$ cat src/rtl/fetch_queue_if.sv
// Signal bundle between the fetch queue, instruction memory, the MEM-stage
// redirect source and the decode stage.
interface fetch_queue_if #(
    parameter int unsigned DEPTH = 4
);
    localparam int unsigned CW = $clog2(DEPTH) + 1;

    logic          redirect;
    logic [63:0]   redirect_pc;
    logic          imem_req;
    logic [63:0]   imem_addr;
    logic          imem_ack;
    logic [31:0]   imem_rdata;
    logic          out_valid;
    logic [31:0]   out_instr;
    logic [63:0]   out_pc;
    logic          out_ready;
    logic [CW-1:0] out_count;

    // Fetch-queue side
    modport master (
        input  redirect, redirect_pc, imem_ack, imem_rdata, out_ready,
        output imem_req, imem_addr, out_valid, out_instr, out_pc, out_count
    );

    // Memory / pipeline side
    modport slave (
        output redirect, redirect_pc, imem_ack, imem_rdata, out_ready,
        input  imem_req, imem_addr, out_valid, out_instr, out_pc, out_count
    );
endinterface

$ cat src/rtl/fetch_queue.sv
// Instruction fetch queue: keeps at most one imem request outstanding and
// buffers returned instructions in fetch order until decode takes them.
module fetch_queue #(
    parameter int unsigned DEPTH    = 4,
    parameter logic [63:0] RESET_PC = 64'd0
) (
    input  logic          clk,
    input  logic          reset,
    fetch_queue_if.master bus
);
    localparam int unsigned AW  = $clog2(DEPTH);
    localparam int unsigned CW  = AW + 1;
    localparam int unsigned PCW = 64;
    localparam int unsigned IW  = 32;

    // Bit 0 doubles as the imem request flag
    localparam logic [1:0] S_IDLE    = 2'b00;
    localparam logic [1:0] S_WAIT    = 2'b01;
    localparam logic [1:0] S_DISCARD = 2'b11;

    typedef struct packed {
        logic [PCW-1:0] pc;
        logic [IW-1:0]  instr;
    } entry_t;

    logic [1:0]     state_q, state_d;
    logic           started_q;
    logic [PCW-1:0] fetch_pc_q, fetch_pc_d;
    logic [PCW-1:0] addr_q, addr_d;
    logic [AW-1:0]  wptr_q, wptr_d;
    logic [AW-1:0]  rptr_q, rptr_d;
    logic [CW-1:0]  count_q, count_d;
    logic           valid_q;
    entry_t         mem_q [DEPTH];

    logic           push, pop, flush;
    logic [CW-1:0]  count_pp;
    logic [PCW-1:0] pc_plus4;

    // Request FSM: issue, back-to-back refetch, redirect flush and discard
    always_comb begin
        state_d    = state_q;
        fetch_pc_d = fetch_pc_q;
        addr_d     = addr_q;
        push       = 1'b0;
        flush      = 1'b0;
        pop        = valid_q && bus.out_ready;
        pc_plus4   = fetch_pc_q + PCW'(4);
        count_pp   = count_q + CW'(1) - CW'(pop);

        case (state_q)
            S_IDLE: begin
                if (bus.redirect) begin
                    flush      = 1'b1;
                    fetch_pc_d = bus.redirect_pc;
                end else if (started_q && (count_q < CW'(DEPTH))) begin
                    state_d = S_WAIT;
                    addr_d  = fetch_pc_q;
                end
            end
            S_WAIT: begin
                if (bus.redirect) begin
                    flush      = 1'b1;
                    fetch_pc_d = bus.redirect_pc;
                    state_d    = bus.imem_ack ? S_IDLE : S_DISCARD;
                end else if (bus.imem_ack) begin
                    push       = 1'b1;
                    fetch_pc_d = pc_plus4;
                    if (count_pp < CW'(DEPTH)) begin
                        addr_d = pc_plus4;
                    end else begin
                        state_d = S_IDLE;
                    end
                end
            end
            S_DISCARD: begin
                if (bus.redirect) begin
                    flush      = 1'b1;
                    fetch_pc_d = bus.redirect_pc;
                end
                if (bus.imem_ack) begin
                    state_d = S_IDLE;
                end
            end
            default: state_d = S_IDLE;
        endcase
    end

    // Queue bookkeeping; a flush overrides any same-cycle push or pop
    always_comb begin
        wptr_d  = wptr_q;
        rptr_d  = rptr_q;
        count_d = count_q;
        if (flush) begin
            wptr_d  = '0;
            rptr_d  = '0;
            count_d = '0;
        end else begin
            wptr_d  = wptr_q + AW'(push);
            rptr_d  = rptr_q + AW'(pop);
            count_d = count_q + CW'(push) - CW'(pop);
        end
    end

    always_ff @(posedge clk or negedge reset) begin
        if (!reset) begin
            state_q    <= S_IDLE;
            started_q  <= 1'b0;
            fetch_pc_q <= RESET_PC;
            addr_q     <= RESET_PC;
            wptr_q     <= '0;
            rptr_q     <= '0;
            count_q    <= '0;
            valid_q    <= 1'b0;
        end else begin
            state_q    <= state_d;
            started_q  <= 1'b1;
            fetch_pc_q <= fetch_pc_d;
            addr_q     <= addr_d;
            wptr_q     <= wptr_d;
            rptr_q     <= rptr_d;
            count_q    <= count_d;
            valid_q    <= (count_d != '0);
        end
    end

    // Entry storage; cleared on reset so the head reads as zero
    always_ff @(posedge clk or negedge reset) begin
        if (!reset) begin
            for (int unsigned i = 0; i < DEPTH; i++) begin
                mem_q[AW'(i)] <= '0;
            end
        end else if (push) begin
            mem_q[wptr_q] <= '{pc: fetch_pc_q, instr: bus.imem_rdata};
        end
    end

    assign bus.imem_req  = state_q[0];
    assign bus.imem_addr = addr_q;
    assign bus.out_valid = valid_q;
    assign bus.out_count = count_q;
    assign bus.out_pc    = mem_q[rptr_q].pc;
    assign bus.out_instr = mem_q[rptr_q].instr;

endmodule

$ cat src/flat_wrapper.sv
// flat-port wrapper written by rule: the top's interface ports become plain ports
module fetch_queue_flat 
#(
    parameter int unsigned DEPTH    = 4,
    parameter logic [63:0] RESET_PC = 64'd0
)
  (clk, reset, bus_redirect, bus_redirect_pc, bus_imem_ack, bus_imem_rdata, bus_out_ready, bus_imem_req, bus_imem_addr, bus_out_valid, bus_out_instr, bus_out_pc, bus_out_count);
  fetch_queue_if #(.DEPTH(DEPTH)) bus_i ();
  input  logic clk;
  input  logic reset;
  input wire logic [$bits(bus_i.redirect)-1:0] bus_redirect;
  input wire logic [$bits(bus_i.redirect_pc)-1:0] bus_redirect_pc;
  input wire logic [$bits(bus_i.imem_ack)-1:0] bus_imem_ack;
  input wire logic [$bits(bus_i.imem_rdata)-1:0] bus_imem_rdata;
  input wire logic [$bits(bus_i.out_ready)-1:0] bus_out_ready;
  output wire logic [$bits(bus_i.imem_req)-1:0] bus_imem_req;
  output wire logic [$bits(bus_i.imem_addr)-1:0] bus_imem_addr;
  output wire logic [$bits(bus_i.out_valid)-1:0] bus_out_valid;
  output wire logic [$bits(bus_i.out_instr)-1:0] bus_out_instr;
  output wire logic [$bits(bus_i.out_pc)-1:0] bus_out_pc;
  output wire logic [$bits(bus_i.out_count)-1:0] bus_out_count;
  assign bus_i.redirect = bus_redirect;
  assign bus_i.redirect_pc = bus_redirect_pc;
  assign bus_i.imem_ack = bus_imem_ack;
  assign bus_i.imem_rdata = bus_imem_rdata;
  assign bus_i.out_ready = bus_out_ready;
  assign bus_imem_req = bus_i.imem_req;
  assign bus_imem_addr = bus_i.imem_addr;
  assign bus_out_valid = bus_i.out_valid;
  assign bus_out_instr = bus_i.out_instr;
  assign bus_out_pc = bus_i.out_pc;
  assign bus_out_count = bus_i.out_count;
  fetch_queue #(.DEPTH(DEPTH), .RESET_PC(RESET_PC)) u_core (.clk(clk), .reset(reset), .bus(bus_i));
endmodule
$ cat config.mk
export PLATFORM = sky130hd
export DESIGN_NAME = fetch_queue_flat
export DESIGN_NICKNAME = d
export VERILOG_FILES = /design/src/rtl/fetch_queue_if.sv /design/src/rtl/fetch_queue.sv /design/src/flat_wrapper.sv
export SDC_FILE = /design/constraint.sdc
export NUM_CORES = 1
export LEC_CHECK = 0
export ABC_AREA = 1
export CAP_MARGIN = 20
export CORE_MARGIN = 2
export CORE_UTILIZATION = 45
export CTS_CLUSTER_SIZE = 20
export DETAILED_ROUTE_END_ITERATION = 10
export PLACE_DENSITY_LB_ADDON = 0.08
export REMOVE_ABC_BUFFERS = 1
export SYNTH_ARGS = -nofsm -noshare
export SYNTH_HDL_FRONTEND = slang
export SYNTH_SLANG_ARGS = --single-unit
$ cat constraint.sdc
create_clock -name clk -period 2.65 [get_ports clk]
set_input_delay 0.3975 -clock clk [delete_from_list [all_inputs] [get_ports clk]]
set_output_delay 0.3975 -clock clk [all_outputs]
set_load 0.02 [all_outputs]
# Word-level counts from Yosys, hierarchy flattened
# Cells that the tools add are included.
# W data, S select, Z words.
# word_totals
regBits	523
input_bits	101
output_inout_bits	165
wordCells	85
# classes
add_sub_neg	7
magnitude_cmp	5
eq_ne	11
mux	32
bitwise	2
reduce_logical	12
# op_table
cell	n
$mux W64	8
$bwmux W384	1
$mux W96	3
$pmux W64 S2	2
$bmux W96 S2	1
$demux W96 S2	1
$add A64 B3 Y64 const B	1
$mux W2	9
$ne A2 B2 Y1 const B	4
$ge A3 B3 Y1 const B	2
$lt A3 B3 Y1 const B	2
$ne A2 B1 Y1 const B	3
$ne A3 B3 Y1 const B	2
$not A2 Y3	2
$pmux W2 S3	1
$reduce_and A6 Y1	1
$sub A3 B1 Y3	2
$mux W1	5
$reduce_and A5 Y1	1
$add A2 B1 Y2	2
$reduce_bool A2 Y1	2
$add A3 B1 Y3	1
$add A3 B1 Y3 const B	1
$logic_and A1 B1 Y1	3
9 further kinds	9

# Longest topological paths before layout
# Gate-level depths: netlist (run 1).
# depth
ltp_word	7
mapped_depth	13
depth_no_buf	11

# Least setup slack after synthesis (run 1)
# OpenSTA, ideal clock, no wires.
# synth_timing
path_type	register -> register
from	register u_core.state_q[0]
to	register u_core.valid_q (netlist: u_core.bus.out_valid)
setup_ps	131
arrival_time_ps	2070
t_required_ps	2519
setup_slack_ps	449
path_stages_with_launch	11
n_path_buf	1
period_less_slack_ps	2201
cell_sequence	dfrtp_1 ha_1 buf_4 nand3_2 inv_2 ha_1 fa_1 inv_1 nand2_1 nor3b_1 or3_1
# synth_between
elab_chain_cells	6
elab_cells_between_ends	10
cone_classes	add/sub: 2; eq/ne: 2; mux: 3; reduce/logical: 3
# synth_rtl
item	line	rtl
start, declared	fetch_queue.sv:26	logic [1:0] state_q, state_d;
start signal, assigned	fetch_queue.sv:116	state_q <= state_d;
$eq A2 B1 Y1	fetch_queue.sv:51	case (state_q)
$mux W1	fetch_queue.sv:51	
$add A3 B1 Y3	fetch_queue.sv:101	count_d = count_q + CW'(push) - CW'(pop);
$sub A3 B1 Y3	fetch_queue.sv:101	
$mux W3 *	fetch_queue.sv:94	if (flush) begin
via u_core.count_d[2]	fetch_queue.sv:32	logic [CW-1:0] count_q, count_d;
$reduce_bool A3 Y1 *	fetch_queue.sv:123	valid_q <= (count_d != '0);
end signal, assigned	fetch_queue.sv:123	
end, declared	fetch_queue.sv:33	logic valid_q;
# Mark *: on every way through the listed nets, which the timed path passes. The rest lies on a longest branch.
# A chain may end at the register's enable or synchronous reset.

# Worst setup path in the final report (run 1)
# layout_timing
from	register u_core.rptr_q[0]
to	output port bus_out_pc[61]
# layout_between
elab_chain_cells	4
# layout_rtl
item	line	rtl
start, declared	fetch_queue.sv:31	logic [AW-1:0] rptr_q, rptr_d;
start signal, assigned	fetch_queue.sv:121	rptr_q <= rptr_d;
$not A2 Y3 (not written as such)	fetch_queue.sv:142	assign bus.out_pc = mem_q[rptr_q].pc;
$bmux W96 S2	fetch_queue.sv:142	
$mux W96 (not written as such) (2 in a row)	fetch_queue.sv:142	
end, declared	flat_wrapper.sv:20	output wire logic [$bits(bus_i.out_pc)-1:0] bus_out_pc;
# No other way between the ends. The select of a mux whose other input is x is not followed.

==> results of run 1 <==
## area by class of cell
type | instances | share of cell area [%]
inverter | 148 | 1.88
multi-input combinational | 2265 | 33.8
tap | 696 | 2.85
timing repair buffer | 352 | 12.5
clock buffer | 85 | 5.63
sequential | 523 | 42.8
clock inverter | 14 | 0.589
## registers in the layout, summed over array words and instances, names as in the netlist
register and cells:
u_core.mem_q 384, u_core.bus.imem_addr 64, u_core.fetch_pc_q 64, u_core.bus.out_count 3, u_core.rptr_q 2, u_core.state_q 2
u_core.wptr_q 2, u_core.bus.out_valid 1, u_core.started_q 1
## per-stage QoR
stage | setup TNS [ns] | instance area [sq um] | total power, W | hold slack, ns | setup WS, ns
5_1_grt | -0.425 | 30600 | 0.0432 | 0.382 | -0.0742
4_1_cts | -0.591 | 30700 | 0.0407 | 0.339 | -0.0673
2_1_floorplan | -3716.78 | 23900 | 0.0242 | 0.102 | -9.44
3_3_place_gp | 0 | 28600 | 0.0324 | 0.425 | 0.111
6_report | 0 | 30600 | 0.0405 | 0.330 | 0.00458
3_5_place_dp | 0 | 28600 | 0.0327 | 0.432 | 0.128
## power breakdown
group	leakage (nW)	internal, W	switching, W
clock	0.943	0.00483	0.00326
combinational	6.79	0.00702	0.0123
sequential	6.78	0.0109	0.00223
## what timing repair did
action | 4_1_cts | 5_1_grt
endpoints found under the setup margin | 87 | 69
gates resized for setup | 210 | 68
hold endpoints to repair | 51 | 0
pin swaps | 2 | 2
hold buffers | 1 | 0
cloned | 4 | 1
## critical path, delay by kind of cell (launching register included)
kind	cells	cell delay [ns]
buffers and inverters	3	0.76
AO/OA/AOI/OAI	2	0.33
flip-flops	1	0.52
## per-layer routing
layer | routed length, um | up-vias | share of wire, % | track usage, %
li1 | - | 10695 | - | -
met1 | 34600 | 10869 | 43 | 38.4
met2 | 37500 | 801 | 47 | 45.5
met3 | 4970 | 131 | 6.2 | 3.71
met4 | 2450 | 2 | 3.1 | 10.1
met5 | 13 | - | 0.016 | 0
## cells in the final DEF (no fill, tap or decap), types with 20 or more instances in the layout
| cell | instances |
|---|---|
| o21ai_1 | 38 |
| nor2_1 | 711 |
| clkbuf_16 | 58 |
| dfrtp_1 | 521 |
| inv_1 | 137 |
| clkdlybuf4s15_2 | 25 |
| buf_12 | 39 |
| nand2_1 | 547 |
| a21oi_1 | 360 |
| xor2_1 | 31 |
| o21ai_0 | 321 |
| clkdlybuf4s50_1 | 168 |
| clkbuf_2 | 20 |
| nand3_1 | 81 |
| o22ai_1 | 105 |
| buf_4 | 46 |
| buf_2 | 20 |
## how the worst min path moves through the flow
stage,start,endpoint,cells after the start
after floorplan,reset,u_core.bus.imem_addr[0]$_DFFE_PN0P_,0
after global placement,reset,u_core.mem_q[299]$_DFFE_PN0P_,1
after detailed placement,reset,u_core.mem_q[299]$_DFFE_PN0P_,1
after CTS,bus_redirect_pc[1],u_core.fetch_pc_q[1]$_DFFE_PN0P_,3
after global routing,bus_redirect_pc[1],u_core.fetch_pc_q[1]$_DFFE_PN0P_,3
final,reset,u_core.mem_q[299]$_DFFE_PN0P_,2
## cells by family after synthesis
group / after synthesis / synth area share [%]
AO/OA/AOI/OAI: 840 / 17.7
XOR/XNOR: 33 / 1.17
AND/OR/NAND/NOR: 1381 / 22.0
other: 1 / 0.0152
adder cells (fa/ha/maj): 10 / 0.536
buffers and inverters: 347 / 5.72
flip-flops: 523 / 52.9
==> run metrics, run 1 <==
run status=finished, final reports clean; Distinct cells, synth=38; number of clock buffers inserted by TritonCTS=57; all-layer global routing usage=27.9%; total area of sequential cells=13100 sq um; fraction of layout instances using a drive strength above 1=8.95%; period utilisation layout=99.8%; count of boundary I/O pins=266; startpoint-to-endpoint class of the critical path=flip-flop to output port; clock slew at the register clock pins of the worst setup and hold paths=0.06 ns; via total after detailed routing=22498; most used standard cells in the synthesized netlist=nor2_1, nand2_1, dfrtp_1; Worst R2R Start=u_core.state_q[1]$_DFFE_PN0P_; number of cells in the finished layout apart from fillers=4083; R2R Setup Slk=0.42 ns; area of combinational cells with multiple inputs=10300 sq um; wire length of the first global-routing pass=124 mm; data arrival time of the critical path=2.25 ns; placed wire-length estimate after detailed placement=52.8 mm; maximum level of the CTS H-tree=2; total of max-cap violations=0; Reg2Reg Depth=9; worst stage delay on the critical path=0.52 ns; total congestion overflow after global routing=0; number of hold-slack violations in the final timing report=0; flop and latch count out of synthesis=523; mean number of vias per cell=5.51; path category of the worst min-delay check=input pin to asynchronous set/reset pin; Worst Path Required=2.25 ns; horizontal die dimension=239 um; weighted congestion at the end of routability-driven global placement=0.936; largest area contributor in the synthesized netlist=dfrtp_1; Port Buffers=265; root buffer cell=clkbuf_16; CP startpoint kind=flip-flop; largest cells by area after synthesis=dfrtp_1, nor2_1, nand2_1; # placed instances=3978; residual antenna-violating net count after detailed routing=0; area share of the leading cell type in the synthesized netlist=52.9%; number of DRC markers after the initial detailed-route iteration=1923; maximum number of pins on one net before global-route repair=75; Std-Cell Core Area=54100 sq um; cell chain of the critical path=bufbuf_16 > buf_6 > o21ai_0 > o22ai_1 > buf_4; layout-stage area growth over the synthesis result=23.6%; DRT Pass-1 Iters=6; critical-path maximum fanout=27; CTS Buffer Depth=3; worst voltage drop across the vdd grid=0.680 mV; source-to-sink clock delay at the later pin of the worst-skew pair=0.62 ns; nature of the critical path endpoint=output port; number of max-slew violations in the final report=0; Die Area=56900 sq um; total length of routed wires=79.5 mm; initial antenna violation count=1; number of sinks on the clock net=523; critical path's slowest cell=dfrtp_4; number of setup buffers added after CTS=0; Power per Cell Area=1320 nW/um^2; fin nets=3458; share of synthesized area occupied by flip-flops and latches=52.9%; final worst path period need=2.65 ns; FF-to-FF End=u_core.bus.out_valid$_DFF_PN0_; number of synthesized flops with an enable pin=0; Post-route DRC=0; Routed WL per cell=19.5 um; Final Core Density=56.5%; cell with the most instances after synthesis=nor2_1; total number of yosys warnings=0; leakage dissipation=14.5 nW; vias in the first global route=21787; worst setup path endpoint=bus_out_pc[61]; Tightest Pin Transition=0.928 ns; floorplan die height=239 um; beginning of the critical path=u_core.rptr_q[0]$_DFF_PN0_; initial core utilization=45.7%; # diodes=0; standard-cell row count=85; Mapped Avg Cell Area=7.89 sq um; unrepaired setup endpoints after global routing=yes; Post-Synthesis Cells=3135; commonest register cell after synthesis=dfrtp_1; Max-Slew Margin vs Limit=38.1%; CTS tree=yes; fraction of registers with async set/reset=100%; clk_skew=0.0159 ns; number of filler instances in the final layout=4954; Finish-stage setup viols=0; post-synthesis instance area=24700 sq um; Fmax achieved=0.378 GHz
Power figures use the tool's default switching activity.
==> run 2, diff against run 1 <==
--- a/config.mk
+++ b/config.mk
@@ -13,6 +13,7 @@
 export DETAILED_ROUTE_END_ITERATION = 10
 export PLACE_DENSITY_LB_ADDON = 0.08
 export REMOVE_ABC_BUFFERS = 1
+export SKIP_CTS_REPAIR_TIMING = 1
 export SYNTH_ARGS = -nofsm -noshare
 export SYNTH_HDL_FRONTEND = slang
 export SYNTH_SLANG_ARGS = --single-unit
==> run 2 against run 1 <==
  * Final cell count is essentially flat
  * Register-to-register slack is essentially flat
  * Sequential cell count is the same
  * Core utilization grew 0.26 points
  * Die area is the same
  * Sequential power is essentially flat
  * Total power grew 0.26%
  * Critical path depth grew 1
  * Fmax grew 2.1%
  * Critical endpoint is now bus_out_pc[55]
  * Wire length shrank 0.71%
==> run metrics, run 2 (synthesis gave the netlist of run 1 again) <==
nature of the critical path endpoint=output port; number of hold-slack violations in the final timing report=0; vias in the first global route=21651; Die Area=56900 sq um; maximum level of the CTS H-tree=2; switching power share of the total=43.5%; final worst path period need=2.59 ns; maximum number of pins on one net before global-route repair=75; Final Core Density=56.8%; standard-cell row count=85; logic gate share of total power=47.9%; Worst Path Required=2.25 ns; horizontal die dimension=239 um; # diodes=0; floorplan die height=239 um; number of DRC markers after the initial detailed-route iteration=1972; most common library cell in the layout ignoring fill and taps=nor2_1; Post-route DRC=0; design internal power=0.0229 W; Routed WL per cell=19.3 um; initial antenna violation count=2; Tightest Pin Transition=0.937 ns; startpoint-to-endpoint class of the critical path=flip-flop to output port; clock slew at the register clock pins of the worst setup and hold paths=0.06 ns; clock power share=19.9%; fraction of layout instances using a drive strength above 1=7.41%; placed wire-length estimate after detailed placement=52.8 mm; period utilisation layout=97.7%; wire length of the first global-routing pass=122 mm; source-to-sink clock delay at the later pin of the worst-skew pair=0.62 ns; Max-Slew Margin vs Limit=37.5%; total of max-cap violations=0; Fmax achieved=0.386 GHz; number of max-slew violations in the final report=0; Port Buffers=265; unrepaired setup endpoints after global routing=yes; commonest non-fill, non-tap cells in the layout=nor2_1, nand2_1, dfrtp_1; path category of the worst min-delay check=input pin to asynchronous set/reset pin; count of boundary I/O pins=266; overall power of the completed layout=0.0406 W; worst voltage drop across the vdd grid=0.676 mV; number of clock buffers inserted by TritonCTS=57; Std-Cell Core Area=54100 sq um; CP startpoint kind=flip-flop; CTS tree=yes; layout-stage area growth over the synthesis result=24.2%; run status=finished, final reports clean; critical-path maximum fanout=30; number of sinks on the clock net=523; DRT Pass-1 Iters=6; all-layer global routing usage=27.3%; initial core utilization=45.7%; leakage dissipation=15.2 nW; fin nets=3457; Finish-stage setup viols=0; Biggest register=u_core.mem_q; flip-flop count of the largest register, all copies and words added=384; CTS Buffer Depth=3; root buffer cell=clkbuf_16; weighted congestion at the end of routability-driven global placement=0.936; Power per Cell Area=1320 nW/um^2; mean number of vias per cell=5.51; residual antenna-violating net count after detailed routing=0; data arrival time of the critical path=2.19 ns; Reg power frac=32.2%; total length of routed wires=78.9 mm; switching component of the power=0.0177 W; via total after detailed routing=22510; clk_skew=0.0156 ns; number of filler instances in the final layout=4924; total congestion overflow after global routing=0
## run 2: cell count changes in the layout (fill, tap and decap cells not counted), sizes merged
cell,change
clkinv,-1
dlymetal6s2s,+66
clkbuf,+1
buf,-20
dlygate4sd2,-10
inv,+1
clkdlybuf4s15,-35
bufbuf,-3
## run 2: critical path, cell delays in order (launching register included)
cell and delay [ns]:
dfrtp_4 0.56, inv_8 0.13, buf_12 0.20, buf_4 0.20
nor2_1 0.05, o22ai_1 0.20, clkbuf_2 0.20
## run 2: worst paths after layout
path / from / endpoint / slack [ns] / depth (start not counted)
setup / recovery: u_core.rptr_q[0]$_DFF_PN0_ / bus_out_pc[55] / 0.06 / 6
hold / removal: reset / u_core.mem_q[299]$_DFFE_PN0P_ / 0.32 / 2
setup reg to reg: u_core.state_q[1]$_DFFE_PN0P_ / u_core.bus.out_valid$_DFF_PN0_ / 0.42 / 9
hold reg to reg: u_core.mem_q[378]$_DFFE_PN0P_ / u_core.mem_q[378]$_DFFE_PN0P_ / 0.48 / 2
max in group asynchronous: reset / u_core.fetch_pc_q[42]$_DFFE_PN0P_ / 1.44 / 3
min in group clk: bus_redirect_pc[0] / u_core.fetch_pc_q[0]$_DFFE_PN0P_ / 0.37 / 3
## run 2: metrics by stage
step / setup TNS [ns] / worst slack (ns) / std cells / hold WS [ns] / area (sq um)
3_5_place_dp: 0 / 0.128 / 3978 / 0.432 / 28600
4_1_cts: -26.23 / -0.390 / 4077 / -0.216 / 30500
3_3_place_gp: 0 / 0.111 / 3978 / 0.425 / 28600
5_1_grt: -0.00452 / -0.00452 / 4082 / 0.386 / 30700
6_report: 0 / 0.0602 / 4082 / 0.319 / 30700
2_1_floorplan: -3716.78 / -9.44 / 2936 / 0.102 / 23900
## run 2: power groups by stage
stage          sequential (W)  clock (W)  combinational [W]
2_1_floorplan          0.0133          0             0.0109
3_3_place_gp           0.0130          0             0.0193
3_5_place_dp           0.0131          0             0.0196
4_1_cts                0.0130    0.00822             0.0197
5_1_grt                0.0134    0.00859             0.0214
6_report               0.0131    0.00808             0.0194
## run 2: area by class of cell
type,instances,area (sq um),share of cell area [%]
Multi-Input combinational cell,2265,10300,33.5
Timing Repair Buffer,351,3990,13.0
Clock inverter,14,180,0.586
Clock buffer,85,1720,5.60
Tap cell,696,871,2.83
Sequential cell,523,13100,42.6
Inverter,148,568,1.85
## run 2: routing by layer
layer	track usage, %	routed length, um	share of wire (%)	vias to the layer above
met4	9.96	2350	3.0	2
met1	37.7	34400	44	10867
met5	0	13	0.016	-
met3	3.63	5030	6.4	129
met2	44.3	37100	47	808
li1	-	-	-	10704
